File: config.mk
export PLATFORM = sky130hd
export DESIGN_NAME = ex3_accum
export DESIGN_NICKNAME = d
export VERILOG_FILES = /design/src/rtl/ex3_accum.sv
export SDC_FILE = /design/constraint.sdc
export NUM_CORES = 1
export LEC_CHECK = 0
export BUFFER_PORTS_ARGS = -buffer_cell sky130_fd_sc_hd__buf_4
export CORE_MARGIN = 1
export CORE_UTILIZATION = 50
export DETAILED_ROUTE_END_ITERATION = 8
export GPL_TIMING_DRIVEN = 0
export PLACE_DENSITY = 0.85
export SYNTH_ARGS = -nofsm -noshare
export SYNTH_HDL_FRONTEND = slang
export SYNTH_SLANG_ARGS = --single-unit
File: constraint.sdc
create_clock -name clk -period 2.57 [get_ports clk]
set_input_delay 0.257 -clock clk [delete_from_list [all_inputs] [get_ports clk]]
set_output_delay 0.257 -clock clk [all_outputs]
set_load 0.01 [all_outputs]
File: src/rtl/ex3_accum.sv
// ex3_accum: digit-serial excess-3 decimal accumulator.
//
// Each accepted byte holds two excess-3 digits. They are added into a running
// two-digit excess-3 total, one digit per cycle (units then tens), with
// excess-3 carry correction. The total wraps modulo 100 and sets a sticky
// overflow flag when it does.
//
// Ports:
//   clk        clock, rising edge
//   rst        synchronous active-high reset
//   clr        synchronous accumulator clear, honoured only in IDLE
//   in_valid   in_data valid
//   in_ready   block can accept in_data (IDLE and no clr)
//   in_data    operand, [7:4] tens, [3:0] units, excess-3
//   out_valid  result valid (DONE state)
//   out_ready  downstream accepts result
//   out_sum    accumulated total, excess-3
//   out_ovf    sticky wrap-past-99 flag
//   out_err    last accepted input held an invalid excess-3 digit
//
// Optional feature: define EX3_ERR_CHECK_EN to range-check input digits.
// Without it out_err is tied low and invalid codes go through the arithmetic.

module ex3_accum (
  input  logic       clk,
  input  logic       rst,
  input  logic       clr,
  input  logic       in_valid,
  output logic       in_ready,
  input  logic [7:0] in_data,
  output logic       out_valid,
  input  logic       out_ready,
  output logic [7:0] out_sum,
  output logic       out_ovf,
  output logic       out_err
);

  localparam logic [7:0] AccZero = 8'h33;

  typedef enum logic [1:0] {StIdle, StLo, StHi, StDone} state_e;

  // Returns {cout, digit} for one excess-3 digit add.
  function automatic logic [4:0] digit_add(input logic [3:0] x, input logic [3:0] y,
                                           input logic cin);
    logic [4:0] raw;
    raw = {1'b0, x} + {1'b0, y} + {4'b0000, cin};
    if (raw[4]) begin
      digit_add = {1'b1, raw[3:0] + 4'd3};
    end else begin
      digit_add = {1'b0, raw[3:0] - 4'd3};
    end
  endfunction

  state_e     state_q, state_d;
  logic [7:0] acc_q, acc_d;
  logic       ovf_q, ovf_d;
  logic [7:0] opnd_q, opnd_d;
  logic [3:0] units_q, units_d;
  logic       carry_q, carry_d;
  logic [4:0] units_sum, tens_sum;
  logic       upd_en;

`ifdef EX3_ERR_CHECK_EN
  function automatic logic digit_bad(input logic [3:0] d);
    return (d < 4'd3) || (d > 4'd12);
  endfunction

  logic err_q, err_d;
`endif

  assign units_sum = digit_add(acc_q[3:0], opnd_q[3:0], 1'b0);
  assign tens_sum  = digit_add(acc_q[7:4], opnd_q[7:4], carry_q);

`ifdef EX3_ERR_CHECK_EN
  // A flagged transaction still walks LO/HI/DONE but leaves acc/ovf alone.
  assign upd_en  = ~err_q;
  assign out_err = err_q;
`else
  assign upd_en  = 1'b1;
  assign out_err = 1'b0;
`endif

  assign in_ready  = (state_q == StIdle) && !clr;
  assign out_valid = (state_q == StDone);
  assign out_sum   = acc_q;
  assign out_ovf   = ovf_q;

  always_comb begin
    state_d = state_q;
    acc_d   = acc_q;
    ovf_d   = ovf_q;
    opnd_d  = opnd_q;
    units_d = units_q;
    carry_d = carry_q;
`ifdef EX3_ERR_CHECK_EN
    err_d   = err_q;
`endif
    unique case (state_q)
      StIdle: begin
        // clr wins over in_valid; in_ready is already low while clr is high.
        if (clr) begin
          acc_d = AccZero;
          ovf_d = 1'b0;
`ifdef EX3_ERR_CHECK_EN
          err_d = 1'b0;
`endif
        end else if (in_valid) begin
          opnd_d  = in_data;
`ifdef EX3_ERR_CHECK_EN
          err_d   = digit_bad(in_data[7:4]) || digit_bad(in_data[3:0]);
`endif
          state_d = StLo;
        end
      end
      StLo: begin
        units_d = units_sum[3:0];
        carry_d = units_sum[4];
        state_d = StHi;
      end
      StHi: begin
        if (upd_en) begin
          acc_d = {tens_sum[3:0], units_q};
          if (tens_sum[4]) begin
            ovf_d = 1'b1;
          end
        end
        state_d = StDone;
      end
      StDone: begin
        if (out_ready) begin
          state_d = StIdle;
        end
      end
      default: state_d = StIdle;
    endcase
  end

  always_ff @(posedge clk) begin
    if (rst) begin
      state_q <= StIdle;
      acc_q   <= AccZero;
      ovf_q   <= 1'b0;
      opnd_q  <= 8'h00;
      units_q <= 4'h0;
      carry_q <= 1'b0;
`ifdef EX3_ERR_CHECK_EN
      err_q   <= 1'b0;
`endif
    end else begin
      state_q <= state_d;
      acc_q   <= acc_d;
      ovf_q   <= ovf_d;
      opnd_q  <= opnd_d;
      units_q <= units_d;
      carry_q <= carry_d;
`ifdef EX3_ERR_CHECK_EN
      err_q   <= err_d;
`endif
    end
  end

endmodule

==> results.cfg, run 1 <==
[worst_hold_path]
min_path_type = input port to register

[layout]
post_route_cells_drive_above_1_share_pct = 21.7
filler_cell_count = 268
syn_to_final_growth_pct = 17.1
antenna-diode-count = 0
design_area_sq_mm = 0.00184
design.final.nets = 244

[synthesis]
synthDominantCellAreaShare_pct = 30.6
yosys.cell_count.top_type = sky130_fd_sc_hd__dfxtp_1
post_synth_instance_area_sq_mm = 0.00157
most_used_flip_flop_cell_after_synthesis = sky130_fd_sc_hd__dfxtp_1
syn-num-nets = 215
yosysSeqAreaShare_pct = 30.6
yosysUniqueCellTypes = 45
synth.top_cells.by_area = sky130_fd_sc_hd__dfxtp_1, sky130_fd_sc_hd__ha_1, sky130_fd_sc_hd__a21oi_1, sky130_fd_sc_hd__fa_1, sky130_fd_sc_hd__inv_1
synth_area_per_cell_sq_um = 8.53
post_synth_inst_count = 184
yosysWarnings = 0
synth.cells.most_frequent = sky130_fd_sc_hd__dfxtp_1, sky130_fd_sc_hd__a21oi_1, sky130_fd_sc_hd__inv_1, sky130_fd_sc_hd__nand2_1, sky130_fd_sc_hd__ha_1
ys_seq_elements = 24
postSynth.asyncResetShare_pct = 0
synth_largest_area_cell = sky130_fd_sc_hd__dfxtp_1
synth-edff-count = 0

[sta]
fin_crit_ns = 2.51
hold_violations_final = 0
minimum_hold_slack_ns = 0.181
fmax_mhz = 399
final.period_utilization_pct = 97.6
final_report_setup_violation_count = 0
grt_setup_unrepaired = true
finalMaxSlewViolations = 0
clock_skew_ns = 0.00537

[clocking]
clock-sinks = 24
clock_insertion_delay_worst_skew_ns = 0.32
cts-root-buf = sky130_fd_sc_hd__clkbuf_4
cts_buffers = 3
clock_tree.htree_level_count = 1
tritoncts = yes
clockBufferDepth = 2
clkTransAtPathRegs_ns = 0.14
ctsHoldBuffers = 0

[setup_path]
critPathArrivalTime_ns = 2.75
crit_path_frequent_cell = sky130_fd_sc_hd__fa_2
critical_path_class = register to register
cpMaxStageDelayCell = sky130_fd_sc_hd__fa_2
setup.worst_path.start_class = register
slowest_delay_ns = 0.40
critPathBufInv = 1
crit_path_max_fanout = 3
endpoint_kind = register
cp_top_family = adder cells
worstPathRequired_ns = 2.82
crit_chain = fa_2 -> inv_2 -> fa_2 -> and2b_1 -> o21ai_2 -> nand2_2 -> xnor2_1 -> ha_1 -> a211o_1 -> o21a_1 -> o311ai_2

[grt]
grt_antenna_before_repair = 0
grt-ovfl-total = 0
groute.layer.met2.usage_pct = 34.6
grt_start_max_net_pins = 14
gr-usage-all-layers_pct = 21.3
globalRoute.busiestLayer = met2
number_of_global_route_vias_before_repair = 1257
groute.layer.met3.usage_pct = 4.69
gr-usage-met1_pct = 29.1
first_pass_grt_wire_length_mm = 5.58

[status]
violations_in_the_final_reports = DRC
status = complete, but fails checks

[route]
drcViolationCount = 1
routed_wl_mm = 3.12
average_wire_length_per_cell_after_detail_routing_microns = 12.8
via_count = 1371
drt_initial_violations = 45
route.antenna.remaining_nets = 0
detail_route.first_pass.iterations = 6
viasPerCell = 5.64

[place]
dpl_cell_area_sq_mm = 0.00177
gp_congestion = 0.852
port_buffers = 21
dp_hpwl_mm = 2.35

[floorplanning]
core-area_sq_mm = 0.00285
die_x_microns = 58.0
design.die.area_sq_mm = 0.00337
initial_utilization_pct = 55.0
placement_rows = 19
io-pin-count = 25
die_h_microns = 58.0

[job]
max_cap_violations = 0

[power_and_ir_drop]
design_power_total_uw = 1500
p_leak_uw = 0.000804
power_density_mw_per_mm2 = 819
vdd_ir_drop_max_uv = 368
## worst register-to-register path, stage by stage (launching register included)
cell	delay (ns)
sky130_fd_sc_hd__dfxtp_2	0.36
sky130_fd_sc_hd__fa_2	0.40
sky130_fd_sc_hd__inv_2	0.07
sky130_fd_sc_hd__fa_2	0.19
sky130_fd_sc_hd__and2b_1	0.20
sky130_fd_sc_hd__o21ai_2	0.15
sky130_fd_sc_hd__nand2_2	0.07
sky130_fd_sc_hd__xnor2_1	0.13
sky130_fd_sc_hd__ha_1	0.21
sky130_fd_sc_hd__a211o_1	0.29
sky130_fd_sc_hd__o21a_1	0.12
sky130_fd_sc_hd__o311ai_2	0.23
## layout make-up
| class | instances | area [sq um] | area share (%) |
|---|---|---|---|
| multi-input cells | 136 | 995 | 54.2 |
| flip-flops and latches | 24 | 482 | 26.2 |
| repair buffers | 24 | 180 | 9.81 |
| inverters | 17 | 63.8 | 3.47 |
| plain buffers | 7 | 41.3 | 2.25 |
| well taps | 31 | 38.8 | 2.11 |
| clock buffers | 4 | 36.3 | 1.98 |
## path summary, 6_finish.rpt
kind	startpoint	slack, ns	to	depth (start not counted)
worst min-delay path	rst	0.18	out_sum[5]$_SDFFE_PP1P_	2
worst max-delay path	out_sum[4]$_SDFFE_PP1P_	0.06	out_sum[6]$_SDFFE_PP0P_	11
worst max register to register	out_sum[4]$_SDFFE_PP1P_	0.06	out_sum[6]$_SDFFE_PP0P_	11
worst min register to register	opnd_q[2]$_SDFFE_PP0P_	0.47	opnd_q[2]$_SDFFE_PP0P_	2
## report_power, final
group,leakage [uW],switching [uW],internal [uW]
sequential,0.000195,54.2,444
clock,0.0000210,118,86.7
combinational,0.000588,446,354
## metal layers
metal | up-vias | wire length (microns) | share of wire, %
met2 | 26 | 1440 | 46
met1 | 640 | 1550 | 50
met5 | - | 0 | 0
met4 | 0 | 15 | 0.48
li1 | 703 | - | -
met3 | 2 | 116 | 3.7
## placed cells by master (no fill, tap or decap), types with 3 or more instances in the layout
master / netlist / routed
sky130_fd_sc_hd__nand3b_1: 3 / 3
sky130_fd_sc_hd__nor2_1: 13 / 13
sky130_fd_sc_hd__ha_1: 14 / 14
sky130_fd_sc_hd__a211oi_1: 6 / 6
sky130_fd_sc_hd__clkbuf_1: 4 / 4
sky130_fd_sc_hd__nand2_1: 15 / 14
sky130_fd_sc_hd__o22ai_1: 4 / 4
sky130_fd_sc_hd__clkbuf_4: 0 / 3
sky130_fd_sc_hd__nand3_1: 8 / 8
sky130_fd_sc_hd__buf_4: 1 / 25
sky130_fd_sc_hd__xnor2_1: 4 / 4
sky130_fd_sc_hd__a21o_1: 3 / 3
sky130_fd_sc_hd__inv_1: 16 / 15
sky130_fd_sc_hd__nor3_1: 7 / 7
sky130_fd_sc_hd__a21oi_1: 17 / 16
sky130_fd_sc_hd__a211o_1: 3 / 3
sky130_fd_sc_hd__nand2b_1: 5 / 5
sky130_fd_sc_hd__dfxtp_1: 24 / 23
## state kept, by name, indices dropped and copies added (netlist names)
register	cells
out_ovf	1
state_q	2
out_sum	8
units_q	4
carry_q	1
opnd_q	8
## kinds of logic after synthesis
kind of cell,Yosys count,share of synthesized area [%]
AND/OR/NAND/NOR,62,21.0
AO/OA/AOI/OAI,47,20.5
flip-flops,24,30.6
buffers and inverters,24,6.70
adder cells (fa/ha/maj),18,16.3
XOR/XNOR,6,3.35
multiplexers,2,1.36
other,1,0.239
## through the flow
stage	setup TNS, ns	std cells	setup WS (ns)	utilization, %
global placement	-0.0871	236	-0.0871	61.9
finish	0	243	0.0623	64.4
detailed placement	-0.124	236	-0.124	61.9
floorplan	0	184	0.0237	-
CTS	0	243	0.0122	64.3
global route	-0.0570	243	-0.0570	64.4
## timing repair
item,in CTS,in global routing
setup endpoints to repair,1,2
resized for setup,4,2
buffers inserted,3,0
pin swaps,3,1
No activity file was read; power rests on OpenSTA's default activity.
==> run 2: changes to the inputs <==
Settings changed: CORE_MARGIN 1 to 3, GPL_TIMING_DRIVEN 0 to default.
==> results.cfg, run 2 (synthesized netlist as in run 1, its figures left out) <==
[place]
dpl_cell_area_sq_mm = 0.00178
dp_hpwl_mm = 2.41
gp_congestion = 0.795
place_ws_ns = 0.0265
port_buffers = 23
dp_cells = 245

[clocking]
clkTransAtPathRegs_ns = 0.13
clock-sinks = 24
clockBufferDepth = 2
cts_buffers = 3
ctsHoldBuffers = 0
clock_tree.htree_level_count = 1
cts-root-buf = sky130_fd_sc_hd__clkbuf_4
clock_insertion_delay_worst_skew_ns = 0.30
tritoncts = yes

[power_and_ir_drop]
p_leak_uw = 0.000796
power_switching_share_pct = 40.7
internal-power_uw = 895
power_density_mw_per_mm2 = 819
switching_power_uw = 614
seqPwrFrac_pct = 33.3
share_comb_of_total_power_pct = 53.9
vdd_ir_drop_max_uv = 398
power.clock.fraction_pct = 12.8

[sta]
fin_ws_ns = 0.169
clock_skew_ns = 0.00269
final_report_setup_violation_count = 0
finalMaxSlewViolations = 0
fmax_mhz = 416
tns_ns = 0
worst_margin_pin_slew_ns = 0.502
final.period_utilization_pct = 93.4
grt_setup_unrepaired = false
hold_violations_final = 0
fin_crit_ns = 2.40
max-slew-margin-rel_pct = 66.3

[setup_path]
setup.worst_path.start_class = register
critPathArrivalTime_ns = 2.63
endpoint_kind = register
worstPathRequired_ns = 2.80
critical_path_class = register to register
crit_path_max_fanout = 3

[layout]
design_area_sq_mm = 0.00184
finalNonFillerCells = 250
filler_cell_count = 254
layout_common_cells = sky130_fd_sc_hd__buf_4, sky130_fd_sc_hd__dfxtp_1, sky130_fd_sc_hd__a21oi_1
post_route_cells_drive_above_1_share_pct = 24.0
design.final.nets = 240
syn_to_final_growth_pct = 17.5
antenna-diode-count = 0
mostFrequentLayoutCell = sky130_fd_sc_hd__buf_4

[floorplanning]
die_h_microns = 62.0
initial_utilization_pct = 54.5
placement_rows = 19
core-area_sq_mm = 0.00288
io-pin-count = 25
design.die.area_sq_mm = 0.00385
die_x_microns = 62.0

[grt]
grt_antenna_before_repair = 0
grt_start_max_net_pins = 29
gr-usage-all-layers_pct = 17.7
first_pass_grt_wire_length_mm = 5.13
grt-ovfl-total = 0
number_of_global_route_vias_before_repair = 1143

[route]
via_count = 1322
drcViolationCount = 0
viasPerCell = 5.29
detail_route.first_pass.iterations = 4
drt_initial_violations = 48
average_wire_length_per_cell_after_detail_routing_microns = 12.4
route.antenna.remaining_nets = 0
routed_wl_mm = 3.11

[worst_hold_path]
min_path_type = input port to register

[job]
max_cap_violations = 0

[status]
status = finished, final reports clean
run 2: changes by cell type in the layout (fill, tap and decap cells not counted), sizes merged:
cell    change
clkbuf      -5
buf         +1
run 2: critical path, stage by stage (launching register included):
cell and delay, ns:
sky130_fd_sc_hd__dfxtp_2 0.36, sky130_fd_sc_hd__fa_2 0.40, sky130_fd_sc_hd__inv_2 0.07, sky130_fd_sc_hd__fa_2 0.19, sky130_fd_sc_hd__and2b_1 0.21, sky130_fd_sc_hd__o21ai_2 0.17
sky130_fd_sc_hd__nand2_2 0.07, sky130_fd_sc_hd__xnor2_1 0.13, sky130_fd_sc_hd__ha_2 0.18, sky130_fd_sc_hd__a211o_1 0.24, sky130_fd_sc_hd__o21a_1 0.12, sky130_fd_sc_hd__o311ai_2 0.19
run 2: path summary, 6_finish.rpt:
| path | from | end | slack [ns] | cells past startpoint |
|---|---|---|---|---|
| worst min register to register | opnd_q[2]$_SDFFE_PP0P_ | opnd_q[2]$_SDFFE_PP0P_ | 0.47 | 2 |
| worst max-delay path | carry_q$_SDFFE_PP0N_ | out_sum[6]$_SDFFE_PP0P_ | 0.17 | 11 |
| worst min-delay path | in_data[2] | opnd_q[2]$_SDFFE_PP0P_ | 0.19 | 3 |
| worst max register to register | carry_q$_SDFFE_PP0N_ | out_sum[6]$_SDFFE_PP0P_ | 0.17 | 11 |
run 2: final cells by class:
type                    instances  area (sq um)  share of cell area, %
well taps                      42          52.6                   2.85
clock buffers                   4          36.3                   1.97
inverters                      17          63.8                   3.46
repair buffers                 27           203                   11.0
multi-input cells             136          1000                   54.5
flip-flops and latches         24           483                   26.2
run 2: what timing repair did:
item	4_1_cts	5_1_grt
buffers inserted	0	1
resized for setup	0	10
setup endpoints to repair	0	2
run 2: per-layer routing:
layer	routed length, microns	track usage, %
met1	1520	26.4
met2	1390	26.2
met3	182	3.72
met4	19	3.64
met5	0	0
run 2: power groups by stage:
stage	registers, uW	logic, uW	clock network [uW]
6_report	502	813	193
5_1_grt	512	917	217
4_1_cts	499	778	201
3_5_place_dp	507	774	0
3_3_place_gp	504	757	0
2_1_floorplan	499	601	0
run 2: metrics by stage:
stage	hold slack [ns]	power, uW	util [%]
after floorplan	0.404	1100	-
after global placement	0.449	1260	61.7
after detailed placement	0.457	1280	61.7
after CTS	0.184	1480	63.0
after global routing	0.180	1650	64.1
final	0.193	1510	64.1
==> run 3: changes to the inputs <==
==> constraint.sdc (replaced) <==
create_clock -name clk -period 2.57 [get_ports clk]
set_input_delay 0 -clock clk [delete_from_list [all_inputs] [get_ports clk]]
set_output_delay 0 -clock clk [all_outputs]
set_load 0.01 [all_outputs]
==> results.cfg, run 3 (synthesized netlist as in run 1, its figures left out) <==
[status]
status = finished, final reports clean

[sta]
max-slew-margin-rel_pct = 66.0
final_report_setup_violation_count = 0
fin_ws_ns = 0.171
clock_skew_ns = 0.00331
finalMaxSlewViolations = 0
tns_ns = 0
final.period_utilization_pct = 93.3
fin_crit_ns = 2.40
worst_margin_pin_slew_ns = 0.507
hold_violations_final = 0
grt_setup_unrepaired = false
fmax_mhz = 417

[route]
route.layer.met1.wl_mm = 1.55
route.met2.wl_mm = 1.51
drcViolationCount = 0
via_count = 1370
viasPerCell = 5.31
routed_wl_mm = 3.30
detail_route.first_pass.iterations = 4
route.antenna.remaining_nets = 0
top_layer = met4
drt_initial_violations = 39
average_wire_length_per_cell_after_detail_routing_microns = 12.8
wire_length_on_met3_microns = 216

[setup_path]
cpMaxStageDelayCell = sky130_fd_sc_hd__fa_2
crit_path_frequent_cell = sky130_fd_sc_hd__fa_2
critPathArrivalTime_ns = 2.63
critical_path_class = register to register
setup.worst_path.start_class = register
worstPathRequired_ns = 2.80
slowest_delay_ns = 0.40
endpoint_kind = register
crit_chain = fa_2 -> inv_2 -> fa_2 -> and2b_1 -> o21ai_2 -> nand2_2 -> xnor2_1 -> ha_2 -> a211o_1 -> o21a_1 -> o311ai_2
crit_path_max_fanout = 3

[power_and_ir_drop]
internal-power_uw = 903
seqPwrFrac_pct = 33.0
share_comb_of_total_power_pct = 54.3
design_power_total_uw = 1520
vdd_ir_drop_max_uv = 400
power_switching_share_pct = 40.7
p_leak_uw = 0.000829
power_density_mw_per_mm2 = 791
switching_power_uw = 619
power.clock.fraction_pct = 12.7

[clocking]
clock-sinks = 24
clockBufferDepth = 2
cts-root-buf = sky130_fd_sc_hd__clkbuf_4
clock_tree.htree_level_count = 1
cts_buffers = 3
tritoncts = yes
clkTransAtPathRegs_ns = 0.13
clock_insertion_delay_worst_skew_ns = 0.31

[floorplanning]
die_h_microns = 62.0
io-pin-count = 25
core-area_sq_mm = 0.00288
die_x_microns = 62.0
placement_rows = 19
initial_utilization_pct = 54.5
design.die.area_sq_mm = 0.00385

[grt]
gr-usage-all-layers_pct = 18.7
first_pass_grt_wire_length_mm = 5.41
grt_start_max_net_pins = 29
grt_antenna_before_repair = 0
grt-ovfl-total = 0
number_of_global_route_vias_before_repair = 1215

[job]
max_cap_violations = 0

[layout]
layout_common_cells = sky130_fd_sc_hd__buf_4, sky130_fd_sc_hd__dfxtp_1, sky130_fd_sc_hd__a21oi_1
syn_to_final_growth_pct = 22.6
antenna-diode-count = 0
design.final.nets = 248
mostFrequentLayoutCell = sky130_fd_sc_hd__buf_4
post_route_cells_drive_above_1_share_pct = 23.1

[place]
dp_hpwl_mm = 2.41
gp_congestion = 0.795
place_ws_ns = 0.0265
port_buffers = 23

[worst_hold_path]
min_path_type = input port to register
[run 3: cell type report]
class / instances / area (sq um)
Multi-Input combinational cell: 136 / 1000
Tap cell: 42 / 52.6
Sequential cell: 24 / 483
Fill cell: 242 / 953
Clock buffer: 4 / 36.3
Inverter: 17 / 63.8
Timing Repair Buffer: 35 / 283
[run 3: path summary, 6_finish.rpt]
check	slack, ns	endpoint	startpoint	cells after the start
worst min register to register	0.48	opnd_q[7]$_SDFFE_PP0P_	opnd_q[7]$_SDFFE_PP0P_	2
worst min-delay path	0.02	opnd_q[5]$_SDFFE_PP0P_	in_valid	3
worst max register to register	0.17	out_sum[6]$_SDFFE_PP0P_	carry_q$_SDFFE_PP0N_	11
worst max-delay path	0.17	out_sum[6]$_SDFFE_PP0P_	carry_q$_SDFFE_PP0N_	11
[run 3: what timing repair did]
item / in CTS / in global routing
hold endpoints to repair: 8 / 0
resized for setup: 0 / 10
setup buffers: 0 / 1
endpoints found under the setup margin: 0 / 2
hold buffers: 8 / 0
[run 3: power groups by stage]
stage          combinational (uW)  clock, uW  sequential, uW
2_1_floorplan                 601          0             499
3_3_place_gp                  757          0             504
3_5_place_dp                  774          0             507
4_1_cts                       788        201             499
5_1_grt                       929        215             512
6_report                      826        194             502
[run 3: stage by stage]
stage                     hold slack [ns]  utilization [%]  std cells  cell area (sq um)
after floorplan                     0.147                -        184               1570
after global placement              0.266             61.7        245               1780
after detailed placement            0.270             61.7        245               1780
after CTS                         0.00545             65.8        257               1890
after global routing               0.0131             66.9        258               1920
final                              0.0189             66.9        258               1920
[run 3: metal layers]
layer	vias to the layer above	global-route usage [%]
li1	708	-
met1	630	26.5
met2	30	29.4
met3	2	3.72
met4	0	3.64
met5	-	0
[run 3: critical path, delay by kind of cell (launching register included)]
family / cells / cell delay (ns)
buffers and inverters: 1 / 0.07
adders and majority gates: 3 / 0.77
DFF: 1 / 0.36
AOI/OAI and AO/OA: 4 / 0.72
and+or+nand+nor: 2 / 0.28
xor gates and xnor gates: 1 / 0.13
